===== config.mk =====
export PLATFORM = sky130hd
export DESIGN_NAME = alu_input_sequencer
export DESIGN_NICKNAME = d
export VERILOG_FILES = /design/src/rtl/alu_seq_pkg.sv /design/src/rtl/alu_input_sequencer_rise_detect.sv /design/src/rtl/alu_input_sequencer.sv
export SDC_FILE = /design/constraint.sdc
export NUM_CORES = 1
export LEC_CHECK = 0
export BUFFER_PORTS_ARGS = -buffer_cell sky130_fd_sc_hd__buf_2
export CORE_UTILIZATION = 45
export DETAILED_ROUTE_END_ITERATION = 8
export GPL_ROUTABILITY_DRIVEN = 0
export PLACE_DENSITY = 0.75
export SYNTH_ARGS = -nofsm -noshare
export SYNTH_HDL_FRONTEND = slang
export SYNTH_SLANG_ARGS = --single-unit

===== constraint.sdc =====
create_clock -name clk -period 1.7 [get_ports clk]
set_input_delay 0.17 -clock clk [delete_from_list [all_inputs] [get_ports clk]]
set_output_delay 0.17 -clock clk [all_outputs]
set_load 0.005 [all_outputs]

===== src/rtl/alu_seq_pkg.sv =====
// Shared types and defaults for the ALU input sequencer.
// Holds the state encoding (also driven onto the stage LEDs) and the default widths.
package alu_seq_pkg;

  localparam int DEF_WIDTH    = 16;
  localparam int DEF_OP_WIDTH = 3;

  typedef enum logic [2:0] {
    LOAD_A  = 3'd0,
    LOAD_B  = 3'd1,
    LOAD_OP = 3'd2,
    EXEC    = 3'd3,
    SHOW    = 3'd4
  } state_t;

endpackage


===== src/rtl/alu_input_sequencer_rise_detect.sv =====
// Rising-edge detector for a debounced button level.
// Ports: clk, reset (sync, active-high), level in, pulse out (one cycle on 0->1).
// The history register resets to 1 so a button held through reset gives no pulse.
module rise_detect (
  input  logic clk,
  input  logic reset,
  input  logic level,
  output logic pulse
);

  logic level_q;

  always_ff @(posedge clk) begin
    if (reset) level_q <= 1'b1;
    else       level_q <= level;
  end

  assign pulse = level & ~level_q;

endmodule


===== src/rtl/alu_input_sequencer.sv =====
// Steps the shared data_in bus into ALU operands A, B and OP, then captures and holds the result.
// Ports: clk, reset (sync, active-high), data_in, enter/back buttons, alu_result/alu_error from the ALU,
// a_out/b_out/op_out to the ALU, display_value/display_error/result_valid/stage for the board display.
// Define UNDO_EN to let a rising edge on back step the sequence back one state.
module alu_input_sequencer
  import alu_seq_pkg::*;
#(
  parameter int WIDTH    = DEF_WIDTH,
  parameter int OP_WIDTH = DEF_OP_WIDTH
) (
  input  logic                clk,
  input  logic                reset,
  input  logic [WIDTH-1:0]    data_in,
  input  logic                enter,
  input  logic                back,
  input  logic [WIDTH:0]      alu_result,
  input  logic                alu_error,
  output logic [WIDTH-1:0]    a_out,
  output logic [WIDTH-1:0]    b_out,
  output logic [OP_WIDTH-1:0] op_out,
  output logic [WIDTH:0]      display_value,
  output logic                display_error,
  output logic                result_valid,
  output logic [2:0]          stage
);

  state_t         state;
  logic [WIDTH:0] res_q;
  logic           err_q;
  logic           enter_press;
  logic           back_press;

  rise_detect u_enter (
    .clk   (clk),
    .reset (reset),
    .level (enter),
    .pulse (enter_press)
  );

`ifdef UNDO_EN
  rise_detect u_back (
    .clk   (clk),
    .reset (reset),
    .level (back),
    .pulse (back_press)
  );
`else
  logic unused_back;
  assign unused_back = back;
  assign back_press  = 1'b0;
`endif

  // enter always takes priority over back in the same cycle.
  always_ff @(posedge clk) begin
    if (reset) begin
      state  <= LOAD_A;
      a_out  <= '0;
      b_out  <= '0;
      op_out <= '0;
      res_q  <= '0;
      err_q  <= 1'b0;
    end else begin
      case (state)
        LOAD_A: begin
          if (enter_press) begin
            a_out <= data_in;
            state <= LOAD_B;
          end
        end
        LOAD_B: begin
          if (enter_press) begin
            b_out <= data_in;
            state <= LOAD_OP;
          end else if (back_press) begin
            state <= LOAD_A;
          end
        end
        LOAD_OP: begin
          if (enter_press) begin
            op_out <= data_in[OP_WIDTH-1:0];
            state  <= EXEC;
          end else if (back_press) begin
            state <= LOAD_B;
          end
        end
        EXEC: begin
          // ALU has settled on the op_out written last cycle.
          res_q <= alu_result;
          err_q <= alu_error;
          state <= SHOW;
        end
        SHOW: begin
          if (enter_press) begin
            res_q <= '0;
            err_q <= 1'b0;
            state <= LOAD_A;
          end else if (back_press) begin
            res_q <= '0;
            err_q <= 1'b0;
            state <= LOAD_OP;
          end
        end
        default: state <= LOAD_A;
      endcase
    end
  end

  always_comb begin
    display_value = res_q;
    if (state == LOAD_A || state == LOAD_B || state == LOAD_OP)
      display_value = {1'b0, data_in};
  end

  assign result_valid  = (state == SHOW);
  assign display_error = result_valid & err_q;
  assign stage         = state;

endmodule


==> reports/results.txt, run 1 <==
syn avg cell area: 11.4 µm²
core area: 0.00517 mm²
All-Layer GR Usage: 21.7%
Nets: 358
total power divided by cell area: 842 mW/mm²
number of global-route vias before repair: 1779
crit-path max FO: 8
Total Power: 2.88 mW
Synth Area in Adders: 0%
max-cap violation count: 0
static leakage: 1.70 nW
Hold Buf Count CTS: 0
Worst Path Required: 1530 ps
crit-path cells: buf_6 > a21oi_4 > buf_8 > mux2_4 > buf_6
number of I/O pins: 95
Slew Limit Headroom: 72.2%
dpl hpwl: 3.79 mm
FF+latch count, synth: 57
data arrival time of the critical path: 1540 ps
fmax: 585 MHz
port buffer count: 93
DRC violations left: 0
Buf/Inv on CP: 3
Post-Route Skew: 6.33 ps
xor/xnor share of the synthesized area: 0%
Syn Nets: 253
Crit-path slowest cell: dfxtp_2
TNS Setup: -14.2 ps
post-DR wirelength/cell: 14.9 µm
CTS tree: yes
Via density: 4.82
drt initial violations: 62
Final WS setup: -9.67 ps
Clk Latency, worst-skew pair: 330 ps
Setup crit end kind: primary output
Area growth syn-to-layout: 40.2%
status: complete, but fails checks
clock slew at reported path FFs: 70 ps
Final Max Slew Viols: 0
distinct cell type count after synthesis: 25
Syn Inst Count: 215
HP Class: in -> reg
largest net degree at the start of global routing: 33
router iterations before antenna repair: 5
FILL cells: 417
Die Height: 75.7 µm
Clock Sinks: 57
final core occ: 66.2%
failing checks: negative setup slack
Rows: 26
full die area: 0.00573 mm²
CP most frequent cell: buf_6
Initial Utilization: 47.2%
Crit path largest cell delay: 330 ps
n_diodes: 0
H-tree depth: 3
share of cells above drive strength 1: 46.5%
initial antenna violation count: 0
Setup Viol. Count Final: 3
Num CTS Buffers: 9
first-pass GRT wire length: 8.87 mm
min Tclk post-route: 1710 ps
Setup Crit Path Kind: reg -> out
Compound-Gate Fraction of Synth Area: 8.25%
Synth Cell Area: 0.00244 mm²
remaining antenna violation count: 0
final wirelength: 5.89 mm
clock tree root buffer cell: clkbuf_8
RSZ-0062 raised after global routing: yes
Period Utilization, post-route: 101%
CP startpoint kind: flop
Synth Area in Simple Gates: 19.2%
Setup WS pre-CTS: 30.1 ps
total number of vias: 1905
Ys Warns: 0
peak supply drop: 0.429 mV
die width: 75.7 µm
register area share after synthesis: 46.7%
Fin. Hold Viols: 0
mux cell area share after synthesis: 21.7%
largest family of logic cells by synthesized area: multiplexers
Clock Path Buffers: 2
Crit path max-delay family: buffers and inverters
Slew @ Worst Pin: 417 ps
Remaining Overflow, GRT: 0
==> logic make-up after synthesis <==
| group | after synthesis |
|---|---|
| DFF | 57 |
| muxes | 51 |
| AOI/OAI and AO/OA | 23 |
| buffers and inverters | 14 |
| and+or+nand+nor | 70 |
==> synth_stat cells (all sizes together) <==
| cell type | number | share of area, % |
|---|---|---|
| a21oi | 4 | 0.97 |
| mux2 | 16 | 7.4 |
| and2 | 1 | 0.26 |
| nor2b | 3 | 0.77 |
| nor2 | 1 | 0.15 |
| or2 | 1 | 0.26 |
| nor4 | 1 | 0.87 |
| and3b | 1 | 0.51 |
| nand2 | 3 | 0.56 |
| a22o | 18 | 6.5 |
| and2b | 1 | 0.31 |
| buf | 9 | 3.3 |
| clkbuf | 5 | 0.77 |
| nor3b | 3 | 1.4 |
| nand2b | 52 | 13 |
| nor3 | 3 | 0.82 |
| mux2i | 35 | 14 |
| a211oi | 1 | 0.82 |
| dfxtp | 57 | 47 |
==> final timing paths <==
| kind | to | slack, ps | depth (start not counted) | start |
|---|---|---|---|---|
| worst max register to register | b_out[12] | 100 | 7 | stage[2] |
| worst min-delay path | res_q[10] | 50 | 2 | alu_result[10] |
| worst max-delay path | display_value[6] | -10 | 5 | stage[2] |
| worst min register to register | a_out[5] | 470 | 2 | a_out[5] |
==> stage by stage <==
step	instance area (µm²)	hold WS, ps	std cells
2_1_floorplan	2440	277	215
3_3_place_gp	2970	380	371
3_5_place_dp	2970	385	371
4_1_cts	3410	35.1	395
5_1_grt	3420	35.7	395
6_report	3420	45.2	395
==> worst register-to-register path: stages (launching register included) <==
cell and delay, ps:
dfxtp_2 330, buf_6 120, buf_4 120, buf_4 150
nor3b_1 330, nand2_2 90, buf_4 210, mux2i_1 140
==> area by class of cell <==
cell class / count / area, µm² / share of cell area, %
clock buffer: 10 / 138 / 4.02
multi-input combinational: 144 / 1270 / 37.1
sequential: 57 / 1150 / 33.6
timing repair buffer: 108 / 722 / 21.1
clock inverter: 6 / 57.6 / 1.68
tap: 70 / 87.6 / 2.56
==> cell usage in the layout, fill, tap and decap left out, drive strengths merged <==
master / count
nor4: 1
nand2b: 52
nor2: 1
nor3: 3
and3b: 1
nor2b: 3
buf: 108
nand2: 3
bufinv: 1
clkinvlp: 1
mux2i: 35
and2b: 1
a211oi: 1
a21oi: 4
clkbuf: 10
a22o: 18
or2: 1
and2: 1
nor3b: 3
mux2: 16
dfxtp: 57
clkinv: 4
==> sequential cells by signal (all words and copies together), names as in the netlist <==
register         count
op_out               3
u_enter.level_q      1
stage                3
b_out               16
err_q                1
a_out               16
res_q               17
==> routing by layer <==
layer | share of wire, % | routed length (µm) | global-route usage [%]
met5 | 0 | 0 | 0
met4 | 2.0 | 120 | 11.1
met3 | 4.2 | 247 | 5.03
met2 | 48 | 2800 | 34.3
met1 | 46 | 2720 | 27.6
==> power breakdown <==
group / total, mW / switching [mW] / internal [mW]
logic: 0.276 / 0.117 / 0.159
clock network: 1.24 / 0.534 / 0.705
registers: 1.37 / 0.0117 / 1.35
==> repair_timing <==
item                                    in CTS  in global routing
setup buffers                                6                  3
gates cloned                                 2                  0
pin swaps                                    1                  1
resized for setup                           34                 11
endpoints found under the setup margin      17                 34
Power figures use the tool's default switching activity.
==> run 2, diff against run 1 <==
Settings changed: ABC_AREA from default to 1, PLACE_DENSITY 0.75 to 0.86.
==> reports/results.txt, run 2 <==
Slew @ Worst Pin: 349 ps (-67.7 ps)
number of global-route vias before repair: 1992 (+12%)
Remaining Overflow, GRT: 0 (unchanged)
Setup crit end kind: primary output
DRC violations left: 0 (unchanged)
Syn Nets: 353 (+40%)
distinct cell type count after synthesis: 27 (+8.0%)
Hold Crit Start: enter
hold depth: 3 (+1)
die width: 74.9 µm (-1.0%)
final core occ: 59.8% (-6.3 points)
total power divided by cell area: 895 mW/mm² (+6.3%)
HP Class: in -> reg
Clock Path Buffers: 2 (unchanged)
R2R Setup Slk: 350 ps (+250 ps)
Multi-input gate area: 0.00103 mm² (-19%)
Nets: 446 (+25%)
Setup Viol. Count Final: 0 (-3)
Clock Sinks: 57 (unchanged)
area leader, netlist: dfxtp_1
Rows: 26 (unchanged)
Initial Utilization: 46.8% (-0.38 points)
initial antenna violation count: 0 (unchanged)
TNS Setup: 0 ps (+14.2 ps)
Setup Crit Path Kind: reg -> out
Final Cell Area: 0.00306 mm² (-11%)
final wirelength: 5.98 mm (+1.6%)
Post-Route Skew: 5.23 ps (-1.10 ps)
drt initial violations: 220 (+250%)
Num CTS Buffers: 9 (unchanged)
number of I/O pins: 95 (unchanged)
Die Height: 74.9 µm (-1.0%)
crit-path max FO: 24 (+16)
clock slew at reported path FFs: 60 ps (about the same)
Slew Limit Headroom: 76.7% (+4.5 points)
hold slack: 72.8 ps (+27.5 ps)
min Tclk post-route: 1590 ps (-116 ps)
Setup WS pre-CTS: 245 ps (+215 ps)
Fin. Hold Viols: 0 (unchanged)
status: complete, no violations
syn avg cell area: 7.59 µm² (-33%)
Synth async-reset ratio: 0% (unchanged)
RSZ-0062 raised after global routing: no
Ys Warns: 0 (unchanged)
Final Max Slew Viols: 0 (unchanged)
clock tree root buffer cell: clkbuf_8
CP startpoint kind: flop
Worst Hold End: u_enter.level_q
total number of vias: 2381 (+25%)
FILL cells: 485 (+16%)
R2R Path End: a_out[6]
register area: 0.00115 mm² (-0.22%)
most frequent cells in the layout: 93 x buf_2, 55 x nor2_1, 54 x dfxtp_1
most common library cells after synthesis: 57 x dfxtp_1, 55 x nor2_1, 45 x nand2_1, 45 x o21ai_0, 20 x a21oi_1
largest net degree at the start of global routing: 38 (+15%)
n_diodes: 0 (unchanged)
core area: 0.00511 mm² (-1.3%)
Period Utilization, post-route: 93.7% (-6.9 points)
remaining antenna violation count: 0 (unchanged)
max-cap violation count: 0 (unchanged)
Area growth syn-to-layout: 27.8%
FF+latch count, synth: 57 (unchanged)
Hold Buf Count CTS: 0 (unchanged)
Final WS setup: 107 ps (+116 ps)
reg2reg path depth: 5 (-2)
dpl hpwl: 4.32 mm (+14%)
# Post-CTS Setup Buffers: 0 (-6)
Via density: 4.94 (+2.4%)
static leakage: 1.44 nW (-15%)
register area share after synthesis: 47.7% (+0.98 points)
peak supply drop: 0.529 mV (+23%)
port buffer count: 93 (unchanged)
Synth top area share: 47.7% (+0.98 points)
largest register by flop count: res_q
count leader, synth: dfxtp_1
Clk Latency, worst-skew pair: 320 ps (about the same)
data arrival time of the critical path: 1420 ps (-120 ps)
top_reg_cell synth: dfxtp_1
full die area: 0.00561 mm² (-2.0%)
first-pass GRT wire length: 9.00 mm (+1.4%)
post-DR wirelength/cell: 12.4 µm (-17%)
Worst Path Required: 1530 ps (about the same)
most common cell after layout, fill and taps aside: buf_2
All-Layer GR Usage: 21.3% (-0.41 points)
fmax: 628 MHz (+7.3%)
Syn Inst Count: 315 (+47%)
router iterations before antenna repair: 5 (unchanged)
biggest regs: res_q: 17 flops, a_out: 16 flops, b_out: 16 flops
placed cell area: 0.00287 mm² (-3.6%)
share of cells above drive strength 1: 32.0% (-14 points)
Synth area leaders: dfxtp_1 48%, o21ai_0 9.4%, nor2_1 8.6%, nand2_1 7.1%, a21oi_1 4.2%
Synth Cell Area: 0.00239 mm² (-2.0%)
CTS tree: yes
max reg flops: 17 (unchanged)
H-tree depth: 3 (unchanged)
FF-to-FF Start: stage[0]
number of synthesized flops with an enable pin: 0 (unchanged)
## run 2: timing repair
| action | 4_1_cts | 5_1_grt |
|---|---|---|
| gates resized for setup | 2 | 3 |
| pin swaps | 0 | 0 |
| setup endpoints to repair | 12 | 12 |
| cloned | 0 | 0 |
## run 2: worst max-delay path, cell delays in order, from the launching register on
cell     delay [ps]
dfxtp_2         410
nand2_4          90
nand2_1         100
buf_6           190
nand2_1          70
o21ai_0          90
buf_2           150
## run 2: worst max path at each step
stage / from / end / slack (ps) / depth (start not counted)
floorplan: stage[2] / display_value[10] / 440 / 5
global placement: stage[0] / display_value[7] / 300 / 6
detailed placement: stage[0] / display_value[15] / 240 / 6
CTS: stage[2] / display_value[15] / 30 / 6
global route: stage[1] / display_value[6] / 1 / 6
finish: stage[1] / display_value[15] / 110 / 6
## run 2: report_power, final
part           internal [mW]  total [mW]  switching [mW]  leakage, nW
Clock                  0.632        1.12           0.491       0.0980
Combinational         0.0982       0.229           0.131        0.879
Sequential              1.36        1.38          0.0181        0.463
## run 2: area by class of cell
| cell class | count | area share [%] |
|---|---|---|
| inverter | 23 | 3.07 |
| clock inverter | 3 | 0.491 |
| sequential | 57 | 37.5 |
| clock buffer | 12 | 5.40 |
| tap | 70 | 2.87 |
| timing repair buffer | 99 | 16.8 |
| multi-input combinational | 218 | 33.8 |
## run 2: per-stage QoR
step / std cells / power, mW
floorplan: 315 / 1.52
global placement: 467 / 1.64
detailed placement: 467 / 1.64
CTS: 482 / 2.75
global route: 482 / 2.84
finish: 482 / 2.74
## run 2: logic make-up after synthesis
group / share of synthesized area [%]
simple gates: 28.3
compound gates: 14.9
flops: 47.7
buf+inv: 9.10
## run 2: routing by layer
metal | wire, µm | vias to the layer above | global-route usage, % | share of wire (%)
met5 | 0 | - | 0 | 0
met4 | 90 | 0 | 10.7 | 1.5
met3 | 297 | 9 | 3.35 | 5.0
met2 | 2890 | 76 | 32.4 | 48
met1 | 2700 | 1081 | 29.3 | 45
li1 | - | 1215 | - | -
==> run 3, diff against run 2 <==
Settings changed: PLACE_DENSITY 0.86 to 0.81.
==> reports/results.txt, run 3 (same netlist as run 2, synthesis figures left out) <==
crit-path max FO: 24 (unchanged)
most frequent cells in the layout: 93 x buf_2, 55 x nor2_1, 54 x dfxtp_1
Setup Viol. Count Final: 0 (unchanged)
Rows: 26 (unchanged)
largest register by flop count: res_q
Num CTS Buffers: 9 (unchanged)
placed cell area: 0.00287 mm² (unchanged)
total number of vias: 2336 (-1.9%)
biggest regs: res_q: 17 flops, a_out: 16 flops, b_out: 16 flops
full die area: 0.00561 mm² (unchanged)
# Post-CTS Setup Buffers: 0 (unchanged)
Clock Path Buffers: 2 (unchanged)
dpl hpwl: 4.07 mm (-5.7%)
Setup WS pre-CTS: 248 ps (+3.28 ps)
fmax: 623 MHz (-0.79%)
Most Crowded Layer GR: met2
share of cells above drive strength 1: 32.0% (unchanged)
Nets: 446 (unchanged)
M1 GR Usage: 28.3% (-0.99 points)
Crit-path slowest cell: dfxtp_4
Total Power: 2.76 mW (+0.74%)
Crit path max-delay family: buffers and inverters
Initial Utilization: 46.8% (unchanged)
port buffer count: 93 (unchanged)
Clock Sinks: 57 (unchanged)
Hold Crit Start: enter
Final WS setup: 94.2 ps (-12.6 ps)
Placed Cells incl. Taps: 467 (unchanged)
RSZ-0062 raised after global routing: no
n_diodes: 0 (unchanged)
Critical Path Source: stage[2]
min Tclk post-route: 1610 ps (+12.6 ps)
hold slack: 58.1 ps (-14.7 ps)
H-tree depth: 3 (unchanged)
Period Utilization, post-route: 94.5% (+0.74 points)
Crit path largest cell delay: 370 ps (-40 ps)
All-Layer GR Usage: 21.6% (+0.35 points)
Fin. Hold Viols: 0 (unchanged)
clock tree root buffer cell: clkbuf_8
Area growth syn-to-layout: 28.0%
TNS Setup: 0 ps (unchanged)
Setup crit end kind: primary output
drt initial violations: 118 (-46%)
Hold Buf Count CTS: 0 (unchanged)
max-cap violation count: 0 (unchanged)
Remaining Overflow, GRT: 0 (unchanged)
largest net degree at the start of global routing: 38 (unchanged)
FF-to-FF Start: stage[0]
first-pass GRT wire length: 8.97 mm (-0.30%)
Clk Latency, worst-skew pair: 330 ps (about the same)
router iterations before antenna repair: 5 (unchanged)
final wirelength: 5.89 mm (-1.5%)
Slew @ Worst Pin: 356 ps (+6.40 ps)
die width: 74.9 µm (unchanged)
data arrival time of the critical path: 1440 ps (+20 ps)
post-DR wirelength/cell: 12.2 µm (-1.5%)
HP Class: in -> reg
crit-path cells: inv_2 > nand2_1 > buf_6 > o21ai_0 > buf_2
Via density: 4.85 (-1.9%)
DRC violations left: 0 (unchanged)
clock slew at reported path FFs: 60 ps (about the same)
Final Cell Area: 0.00306 mm² (+0.16%)
Setup Crit Path Kind: reg -> out
Post-Route Skew: 5.76 ps (+0.532 ps)
static leakage: 1.44 nW (about the same)
CTS tree: yes
remaining antenna violation count: 0 (unchanged)
Final Max Slew Viols: 0 (unchanged)
total power divided by cell area: 900 mW/mm² (+0.58%)
most common cell after layout, fill and taps aside: buf_2
Cell Count, Final, Fillers Out: 482 (unchanged)
CP startpoint kind: flop
Slew Limit Headroom: 76.2% (-0.43 points)
number of I/O pins: 95 (unchanged)
peak supply drop: 0.434 mV (-18%)
Die Height: 74.9 µm (unchanged)
final core occ: 59.9% (+0.098 points)
grt met2 use: 33.3% (+0.90 points)
Worst Path Required: 1530 ps (about the same)
number of global-route vias before repair: 1928 (-3.2%)
max reg flops: 17 (unchanged)
status: complete, no violations
Buf/Inv on CP: 3 (+1)
initial antenna violation count: 0 (unchanged)
core area: 0.00511 mm² (unchanged)
GR Util met3: 5.35% (+2.0 points)
[run 3: cell counts in the layout (fill, tap and decap cells not counted)]
Identical to the previous run, type by type.
[run 3: path summary, 6_finish.rpt]
path / end / slack (ps) / cells past startpoint
worst max register to register: a_out[3] / 360 / 5
worst min register to register: op_out[2] / 480 / 2
worst min-delay path: u_enter.level_q / 60 / 3
worst max-delay path: display_value[8] / 90 / 5
[run 3: area by class of cell]
cell class                 count  area (µm²)
fill                         499        2050
sequential                    57        1150
multi-input combinational    218        1030
timing repair buffer          99         514
clock buffer                  12         165
inverter                      23        93.8
tap                           70        87.6
clock inverter                 3        15.0
[run 3: metal layers]
layer / up-vias / share of wire [%]
met2: 67 / 47
met4: 0 / 1.9
met3: 11 / 4.6
met5: - / 0
li1: 1209 / -
met1: 1049 / 47
[run 3: worst min-delay path, delay by kind of cell]
family | cells | cell delay, ps
buffers and inverters | 2 | 140
and+or+nand+nor | 1 | 50
[run 3: where the power goes]
part           switching [mW]  internal, mW
Sequential             0.0180          1.36
Combinational           0.130        0.0982
Clock                   0.516         0.632
[run 3: timing repair]
action                     4_1_cts  5_1_grt
setup endpoints to repair       12       12
hold endpoints to repair         0        0
gates resized for setup          3        4
